## config.mk

```make
export PLATFORM = sky130hd
export DESIGN_NAME = ftoi_pipe_flat
export DESIGN_NICKNAME = d
export VERILOG_FILES = /design/src/rtl/ftoi_if.sv /design/src/rtl/ftoi_pipe.sv /design/src/flat_wrapper.sv
export SDC_FILE = /design/constraint.sdc
export NUM_CORES = 1
export LEC_CHECK = 0
export ABC_AREA = 1
export CELL_PAD_IN_SITES_DETAIL_PLACEMENT = 1
export CELL_PAD_IN_SITES_GLOBAL_PLACEMENT = 1
export CORE_MARGIN = 2
export CORE_UTILIZATION = 40
export DETAILED_ROUTE_END_ITERATION = 10
export DONT_BUFFER_PORTS = 1
export GPL_TIMING_DRIVEN = 0
export PLACE_DENSITY_LB_ADDON = 0.05
export SLEW_MARGIN = 40
export SYNTH_ARGS = -nofsm -noshare
export SYNTH_HDL_FRONTEND = slang
export SYNTH_SLANG_ARGS = --single-unit
```

## constraint.sdc

```tcl
create_clock -name clk -period 3.25 [get_ports clk]
set_input_delay 0.975 -clock clk [delete_from_list [all_inputs] [get_ports clk]]
set_output_delay 0.975 -clock clk [all_outputs]
set_load 0.03 [all_outputs]
```

## src/rtl/ftoi_if.sv

```systemverilog
// Operand/result bundle between the ftoi converter and its producer/consumer.
// There is no backpressure: the consumer must take every valid_out pulse.
interface ftoi_if;
   logic [31:0] op;
   logic        valid_in;
   logic [31:0] result;
   logic        valid_out;
   logic        ovf;

   modport master (
      output op,
      output valid_in,
      input  result,
      input  valid_out,
      input  ovf
   );

   modport slave (
      input  op,
      input  valid_in,
      output result,
      output valid_out,
      output ovf
   );
endinterface

```

## src/rtl/ftoi_pipe.sv

```systemverilog
// Two-stage binary32 -> int32 converter, round to nearest, ties to even.
// Stage 1 unpacks and aligns the operand; stage 2 rounds, applies the sign and saturates.
module ftoi_pipe #(
   parameter bit SAT_ENABLE = 1'b1
) (
   input logic   clk,
   input logic   reset,
   ftoi_if.slave bus
);

   // ---------------- stage 1: unpack / align ----------------
   logic              sgn_c;
   logic [7:0]        exp_c;
   logic [22:0]       frac_c;
   logic [23:0]       man_c;
   logic signed [9:0] k_c;
   logic signed [9:0] rsh_w;
   logic signed [9:0] lsh_w;
   logic [4:0]        rsh_c;
   logic [2:0]        lsh_c;
   logic [47:0]       ext_c;

   logic [30:0]       mag_c;
   logic              guard_c;
   logic              sticky_c;
   logic              ovf_c;
   logic              min_c;
   logic              nan_c;

   assign sgn_c  = bus.op[31];
   assign exp_c  = bus.op[30:23];
   assign frac_c = bus.op[22:0];
   assign man_c  = {(exp_c != 8'd0), frac_c};
   assign k_c    = $signed({2'b00, exp_c}) - 10'sd127;
   assign rsh_w  = 10'sd23 - k_c;
   assign lsh_w  = k_c - 10'sd23;
   assign rsh_c  = rsh_w[4:0];
   assign lsh_c  = lsh_w[2:0];
   assign ext_c  = {man_c, 24'd0} >> rsh_c;

   always_comb begin
      mag_c    = '0;
      guard_c  = 1'b0;
      sticky_c = 1'b0;
      ovf_c    = 1'b0;
      min_c    = 1'b0;
      nan_c    = 1'b0;
      if (exp_c == 8'hFF) begin
         ovf_c = 1'b1;
         nan_c = (frac_c != 23'd0);
      end else if (exp_c == 8'd0) begin
         // denormals and signed zeros flush to an all-zero magnitude
         mag_c = '0;
      end else if (k_c >= 10'sd31) begin
         ovf_c = 1'b1;
         min_c = sgn_c && (k_c == 10'sd31) && (frac_c == 23'd0);
      end else if (k_c >= 10'sd24) begin
         mag_c = {7'd0, man_c} << lsh_c;
      end else if (k_c >= -10'sd1) begin
         // k=-1 shifts by 24, leaving the hidden bit as the guard
         mag_c    = {7'd0, ext_c[47:24]};
         guard_c  = ext_c[23];
         sticky_c = |ext_c[22:0];
      end else begin
         sticky_c = 1'b1;
      end
   end

   logic        s1_valid;
   logic        s1_sgn;
   logic [30:0] s1_mag;
   logic        s1_guard;
   logic        s1_sticky;
   logic        s1_ovf;
   logic        s1_min;
   logic        s1_nan;

   always_ff @(posedge clk) begin
      if (reset) begin
         s1_valid  <= 1'b0;
         s1_sgn    <= 1'b0;
         s1_mag    <= '0;
         s1_guard  <= 1'b0;
         s1_sticky <= 1'b0;
         s1_ovf    <= 1'b0;
         s1_min    <= 1'b0;
         s1_nan    <= 1'b0;
      end else begin
         s1_valid <= bus.valid_in;
         if (bus.valid_in) begin
            s1_sgn    <= sgn_c;
            s1_mag    <= mag_c;
            s1_guard  <= guard_c;
            s1_sticky <= sticky_c;
            s1_ovf    <= ovf_c;
            s1_min    <= min_c;
            s1_nan    <= nan_c;
         end
      end
   end

   // ---------------- stage 2: round / sign / saturate ----------------
   logic        inc_c;
   logic [31:0] rnd_c;
   logic [31:0] signed_c;
   logic [31:0] res_c;
   logic        res_ovf_c;

   // largest finite magnitude is 0x7FFFFF80, so the increment never reaches bit 31
   assign inc_c    = s1_guard & (s1_sticky | s1_mag[0]);
   assign rnd_c    = {1'b0, s1_mag} + {31'd0, inc_c};
   assign signed_c = s1_sgn ? (32'd0 - rnd_c) : rnd_c;

   always_comb begin
      res_c     = signed_c;
      res_ovf_c = 1'b0;
      if (s1_min) begin
         res_c = 32'h8000_0000;
      end else if (s1_ovf) begin
         res_ovf_c = 1'b1;
         if (!SAT_ENABLE)
            res_c = 32'h8000_0000;
         else if (s1_nan || !s1_sgn)
            res_c = 32'h7FFF_FFFF;
         else
            res_c = 32'h8000_0000;
      end
   end

   logic [31:0] result_q;
   logic        ovf_q;
   logic        valid_q;

   always_ff @(posedge clk) begin
      if (reset) begin
         result_q <= '0;
         ovf_q    <= 1'b0;
         valid_q  <= 1'b0;
      end else begin
         valid_q <= s1_valid;
         if (s1_valid) begin
            result_q <= res_c;
            ovf_q    <= res_ovf_c;
         end
      end
   end

   assign bus.result    = result_q;
   assign bus.ovf       = ovf_q;
   assign bus.valid_out = valid_q;

endmodule

```

## src/flat_wrapper.sv

```systemverilog
// flat-port wrapper written by rule: the top's interface ports become plain ports
module ftoi_pipe_flat 
#(
   parameter bit SAT_ENABLE = 1'b1
)
  (clk, reset, bus_op, bus_valid_in, bus_result, bus_valid_out, bus_ovf);
  ftoi_if bus_i ();
  input logic clk;
  input logic reset;
  input wire logic [$bits(bus_i.op)-1:0] bus_op;
  input wire logic [$bits(bus_i.valid_in)-1:0] bus_valid_in;
  output wire logic [$bits(bus_i.result)-1:0] bus_result;
  output wire logic [$bits(bus_i.valid_out)-1:0] bus_valid_out;
  output wire logic [$bits(bus_i.ovf)-1:0] bus_ovf;
  assign bus_i.op = bus_op;
  assign bus_i.valid_in = bus_valid_in;
  assign bus_result = bus_i.result;
  assign bus_valid_out = bus_i.valid_out;
  assign bus_ovf = bus_i.ovf;
  ftoi_pipe #(.SAT_ENABLE(SAT_ENABLE)) u_core (.clk(clk), .reset(reset), .bus(bus_i));
endmodule
```

==> results.sh, run 1 <==
export IMPL_finalWirelength_um=32990
export IMPL_area_growth_pct=10.48
export IMPL_fin_crit_ps=3138
export IMPL_fin_cells=1639
export IMPL_ys_seq_area_share_pct=19.22
export IMPL_grt_pass1_wl_um=51160
export IMPL_antenna_cells=0
export IMPL_timing_final_ws_setup_ps=112.2
export IMPL_cts_sinks=72
export IMPL_grt_overflow=0
export IMPL_drv_slew=0
export IMPL_tightest_slew_ps=759.3
export IMPL_dp_hpwl_um=27720
export IMPL_ctsHtreeMaxLevel=3
export IMPL_start_util_pct=40.36
export IMPL_dp_cells=1622
export IMPL_synth_seq_cells=72
export IMPL_nets=1445
export IMPL_fin_area_mm2=0.008285
export IMPL_multi_input_area_mm2=0.005329
export IMPL_setup_worst_path_end_class="register"
export IMPL_drive_above_1_share_pct=8.327
export IMPL_clock_fmax_mhz=318.7
export IMPL_fin_crit_sh_pct=96.55
export IMPL_via_per_inst=5.660
export IMPL_ys_flop_type="dfxtp_1"
export IMPL_path_class="input port to register"
export IMPL_clock_path_buffers=2
export IMPL_numCtsBuffers=9
export IMPL_final_core_util_pct=44.59
export IMPL_ys_types=43
export IMPL_status="completed"
export IMPL_dpl_cell_area_mm2=0.007792
export IMPL_p_leak_nw=3.696
export IMPL_power_density_mw_per_mm2=407.8
export IMPL_synth_edff_count=0
export IMPL_crit_path_start_kind="input port"
export IMPL_grt_pass1_vias=9318
export IMPL_num_rows=50
export IMPL_postRouteAntennaNets=0
export IMPL_syn_num_nets=1433
export IMPL_netlist_instances=1388
export IMPL_mostFrequentLayoutCell="nand2_1"
export IMPL_antenna_found_initial=0
export IMPL_core_area_mm2=0.01858
export IMPL_io_pins=69
export IMPL_clock_skew_ps=18.15
export IMPL_hold_slack_ps=480.2
export IMPL_vdd_drop_max_mv=0.1986
export IMPL_place_ws_ps=-872.8
export IMPL_hold_violations=0
export IMPL_avgSynthCellArea_um2=5.403
export IMPL_die_area_mm2=0.01986
export IMPL_layout_common_cells="491 x nand2_1, 163 x nand3_1, 115 x inv_1"
export IMPL_async_flop_share_pct=0
export IMPL_path_clk_slew_ps=70
export IMPL_num_vias=9277
export IMPL_portBuffers=0
export IMPL_fp_dieH_um=140.9
export IMPL_grt_max_degree=15
export IMPL_critPathArrivalTime_ps=3350
export IMPL_gp_congestion=0.9714
export IMPL_setup_viol=0
export IMPL_dr_pass1_iters=6
export IMPL_holdCritPathClass="register to register"
export IMPL_grt_usage_pct=33.02
export IMPL_clockRootBuffer="clkbuf_16"
export IMPL_fillers=2730
export IMPL_netlist_area_mm2=0.007500
export IMPL_die_w_um=140.9
export IMPL_initialDrtViolationCount=570
export IMPL_ys_warn_count=0
export IMPL_regArea_mm2=0.001441
export IMPL_max_cap_violations=0
export IMPL_cts_tree="done"
export IMPL_crit_required_ps=3460
export IMPL_path_max_fanout=11
export IMPL_drc_errors=0
export IMPL_slew_headroom_pct=49.38
export IMPL_clock_latency_ps=350
export IMPL_wl_per_cell_um=20.13
==> power by group <==
part | internal [W] | leakage [nW] | switching (W)
clock | 0.000682 | 0.162 | 0.000431
sequential | 0.000926 | 0.585 | 0.0000899
combinational | 0.000374 | 2.95 | 0.000876
total | 0.00198 | 3.70 | 0.00140
==> registers in the layout (all words and copies together), names as in the netlist <==
register,flops
u_core.bus.valid_out,1
u_core.s1_valid,1
u_core.s1_guard,1
u_core.bus.ovf,1
u_core.s1_min,1
u_core.s1_nan,1
u_core.bus.result,32
u_core.s1_sgn,1
u_core.s1_ovf,1
u_core.s1_sticky,1
u_core.s1_mag,31
==> area by class of cell <==
type,count,area share [%]
clock buffer,9,2.718
sequential,72,17.40
tap,234,3.534
timing repair buffer,2,0.1812
multi-input combinational,1121,64.32
clock inverter,7,1.238
buffer,70,4.847
inverter,124,5.769
==> final timing paths <==
check | startpoint | end | cells past startpoint | slack (ps)
setup / recovery | bus_op[23] | u_core.s1_sticky$_SDFFE_PP0P_ | 18 | 110
hold / removal | u_core.s1_guard$_SDFFE_PP0P_ | u_core.s1_guard$_SDFFE_PP0P_ | 2 | 480
setup reg to reg | u_core.s1_mag[0]$_SDFFE_PP0P_ | u_core.bus.result[30]$_SDFFE_PP0P_ | 20 | 190
hold reg to reg | u_core.s1_guard$_SDFFE_PP0P_ | u_core.s1_guard$_SDFFE_PP0P_ | 2 | 480
==> cell usage after synthesis, drive strengths merged (8+ instances only) <==
library cell  count  share of area, %
clkbuf           47               2.8
nor3             12              0.80
o21ai           106               7.1
o211ai            9              0.90
inv             122               6.1
nand3           170                12
a21oi           102               7.0
ha               10               1.7
nand3b            8              0.80
dfxtp            72                19
buf              23               1.8
nand2           502                26
nand4            36               3.0
nor2            132               7.8
==> per-layer routing <==
metal	vias up	global-route usage [%]	share of wire, %
li1	4566	-	-
met1	4388	34.91	39
met2	249	63.65	52
met3	74	3.940	3.4
met4	0	17.42	5.6
met5	-	0	0
==> through the flow <==
step | setup TNS (ps) | total power, W
5_1_grt | -29.41 | 0.003560
3_3_place_gp | -21210 | 0.002205
2_1_floorplan | 0 | 0.001855
3_5_place_dp | -21920 | 0.002219
4_1_cts | 0 | 0.003341
6_report | 0 | 0.003379
==> repair_timing <==
item                       4_1_cts  5_1_grt
setup buffers                    0        2
gates resized for setup         34       39
pin swaps                        2        5
hold buffers                     0        0
setup endpoints to repair       33       40
==> critical path, cell delays in order <==
cell	delay, ps
buf_4	150
inv_4	70
buf_6	150
ha_1	290
clkbuf_4	180
inv_4	100
buf_2	230
nand2_1	100
nand3_1	140
nand3_1	130
nand3_1	150
nand4_1	110
nor2_1	100
nand2_1	90
nor2_4	130
nand2_1	100
nand2_1	80
a21oi_1	70
==> cell families after synthesis <==
| group | after synthesis | synth area share, % |
|---|---|---|
| muxes | 6 | 0.8008 |
| DFF | 72 | 19.22 |
| adders and majority gates | 10 | 1.668 |
| AOI/OAI and AO/OA | 229 | 16.13 |
| and+or+nand+nor | 870 | 50.55 |
| xor gates and xnor gates | 6 | 0.7007 |
| buffers and inverters | 195 | 10.93 |
(Power assumes the default switching activity.)
==> inputs of run 2 (changes only) <==
--- a/config.mk
+++ b/config.mk
@@ -8,7 +8,7 @@
 export ABC_AREA = 1
 export CELL_PAD_IN_SITES_DETAIL_PLACEMENT = 1
 export CELL_PAD_IN_SITES_GLOBAL_PLACEMENT = 1
-export CORE_MARGIN = 2
+export CORE_MARGIN = 4
 export CORE_UTILIZATION = 40
 export DETAILED_ROUTE_END_ITERATION = 10
 export DONT_BUFFER_PORTS = 1
==> results.sh, run 2 (synthesis results as in run 1) <==
export IMPL_wl_per_cell_um=19.99
export IMPL_critPathArrivalTime_ps=3490
export IMPL_seqPwrFrac_pct=30.3
export IMPL_p_sw_share_pct=42.57
export IMPL_largest_register_ff_count=32
export IMPL_fin_crit_ps=3211
export IMPL_setup_viol=0
export IMPL_grt_max_degree=16
export IMPL_multi_input_area_mm2=0.005363
export IMPL_crit_required_ps=3530
export IMPL_drv_slew=0
export IMPL_cts_sinks=72
export IMPL_mostFrequentLayoutCell="nand2_1"
export IMPL_path_clk_slew_ps=70
export IMPL_tightest_slew_ps=833.1
export IMPL_clockRootBuffer="clkbuf_16"
export IMPL_clock_path_buffers=2
export IMPL_ctsHtreeMaxLevel=3
export IMPL_die_w_um=144.9
export IMPL_drive_above_1_share_pct=9.388
export IMPL_grt_pass1_vias=9100
export IMPL_core_area_mm2=0.01821
export IMPL_slew_headroom_pct=44.03
export IMPL_layout_common_cells="489 x nand2_1, 162 x nand3_1, 114 x inv_1"
export IMPL_clkPwrFrac_pct=31.5
export IMPL_area_growth_pct=10.84
export IMPL_dp_cells=1617
export IMPL_antenna_cells=0
export IMPL_cts_tree="done"
export IMPL_regArea_mm2=0.001441
export IMPL_holdCritPathClass="register to register"
export IMPL_setup_tns_ps=0
export IMPL_antenna_found_initial=0
export IMPL_nets=1446
export IMPL_fin_crit_sh_pct=98.79
export IMPL_io_pins=69
export IMPL_p_comb_share_pct=38.2
export IMPL_fillers=2631
export IMPL_ctsHoldBuffers=0
export IMPL_status="completed"
export IMPL_die_area_mm2=0.02100
export IMPL_clock_skew_ps=8.720
export IMPL_final_core_util_pct=45.65
export IMPL_path_class="input port to register"
export IMPL_portBuffers=0
export IMPL_clock_latency_ps=340
export IMPL_initialDrtViolationCount=850
export IMPL_start_util_pct=41.19
export IMPL_crit_path_start_kind="input port"
export IMPL_numCtsBuffers=9
export IMPL_num_rows=49
export IMPL_gp_congestion=0.9685
export IMPL_grt_usage_pct=30.21
export IMPL_hold_slack_ps=473.1
export IMPL_timing_final_ws_setup_ps=39.43
export IMPL_dp_hpwl_um=26990
export IMPL_p_int_w=0.001921
export IMPL_num_vias=9478
export IMPL_clock_fmax_mhz=311.5
export IMPL_place_ws_ps=-1002
export IMPL_p_leak_nw=3.710
export IMPL_finalWirelength_um=32680
export IMPL_path_max_fanout=11
export IMPL_max_cap_violations=0
export IMPL_via_per_inst=5.797
export IMPL_grt_pass1_wl_um=50980
export IMPL_fin_cells=1635
export IMPL_drc_errors=0
export IMPL_power_density_mw_per_mm2=402.5
export IMPL_dr_pass1_iters=5
export IMPL_fp_dieH_um=144.9
export IMPL_vdd_drop_max_mv=0.3098
export IMPL_switchingPower_w=0.001424
export IMPL_postRouteAntennaNets=0
export IMPL_setup_worst_path_end_class="register"
export IMPL_grt_overflow=0
export IMPL_hold_violations=0
-- run 2: cell type report --
class                   instances  share of cell area (%)
flip-flops and latches         72                   17.34
clock buffers                   9                   2.709
plain buffers                  70                   4.997
multi-input cells            1121                   64.51
repair buffers                  3                  0.2408
well taps                     229                   3.447
clock inverters                 7                   1.039
inverters                     124                   5.719
-- run 2: stage by stage --
step                cell area, µm²  total power, W
finish                        8313        0.003346
global route                  8313        0.003536
CTS                           8169        0.003293
detailed placement            7786        0.002215
global placement              7786        0.002200
floorplan                     7500        0.001855
-- run 2: power groups by stage --
stage	sequential, W	combinational, W	clock (W)
detailed placement	0.00103	0.00118	0
finish	0.00101	0.00128	0.00106
CTS	0.00101	0.00122	0.00106
global route	0.00102	0.00141	0.00110
global placement	0.00103	0.00117	0
floorplan	0.00102	0.000837	0
-- run 2: final timing paths --
check | cells after the start | slack, ps | start | end
max | 14 | 40 | bus_op[23] | u_core.s1_mag[6]$_SDFFE_PP0P_
min | 2 | 470 | u_core.s1_sticky$_SDFFE_PP0P_ | u_core.s1_sticky$_SDFFE_PP0P_
min reg2reg | 2 | 470 | u_core.s1_sticky$_SDFFE_PP0P_ | u_core.s1_sticky$_SDFFE_PP0P_
max reg2reg | 17 | 220 | u_core.s1_mag[0]$_SDFFE_PP0P_ | u_core.bus.result[31]$_SDFFE_PP0P_
-- run 2: timing repair --
| action | CTS | global route |
|---|---|---|
| pin swaps | 0 | 10 |
| resized for setup | 49 | 50 |
| endpoints found under the setup margin | 32 | 35 |
| setup buffers | 0 | 2 |
| cloned | 0 | 1 |
-- run 2: metal layers --
layer / GRT usage, % / wire [µm] / up-vias / part of all wire, %
li1: - / - / 4565 / -
met1: 44.66 / 15720 / 4596 / 48
met2: 44.65 / 13740 / 296 / 42
met3: 8.887 / 2988 / 21 / 9.1
met4: 3.800 / 228 / 0 / 0.70
met5: 0 / 0 / - / 0
-- run 2: critical path, cell delays in order --
cell	delay [ps]
buf_4	160
inv_4	70
buf_8	160
ha_4	150
nor3b_2	150
nand2_1	180
inv_1	140
o21ai_1	430
nand4_1	220
o21ai_0	440
nand2_1	110
nand2_1	100
nand2_1	70
a21oi_1	110
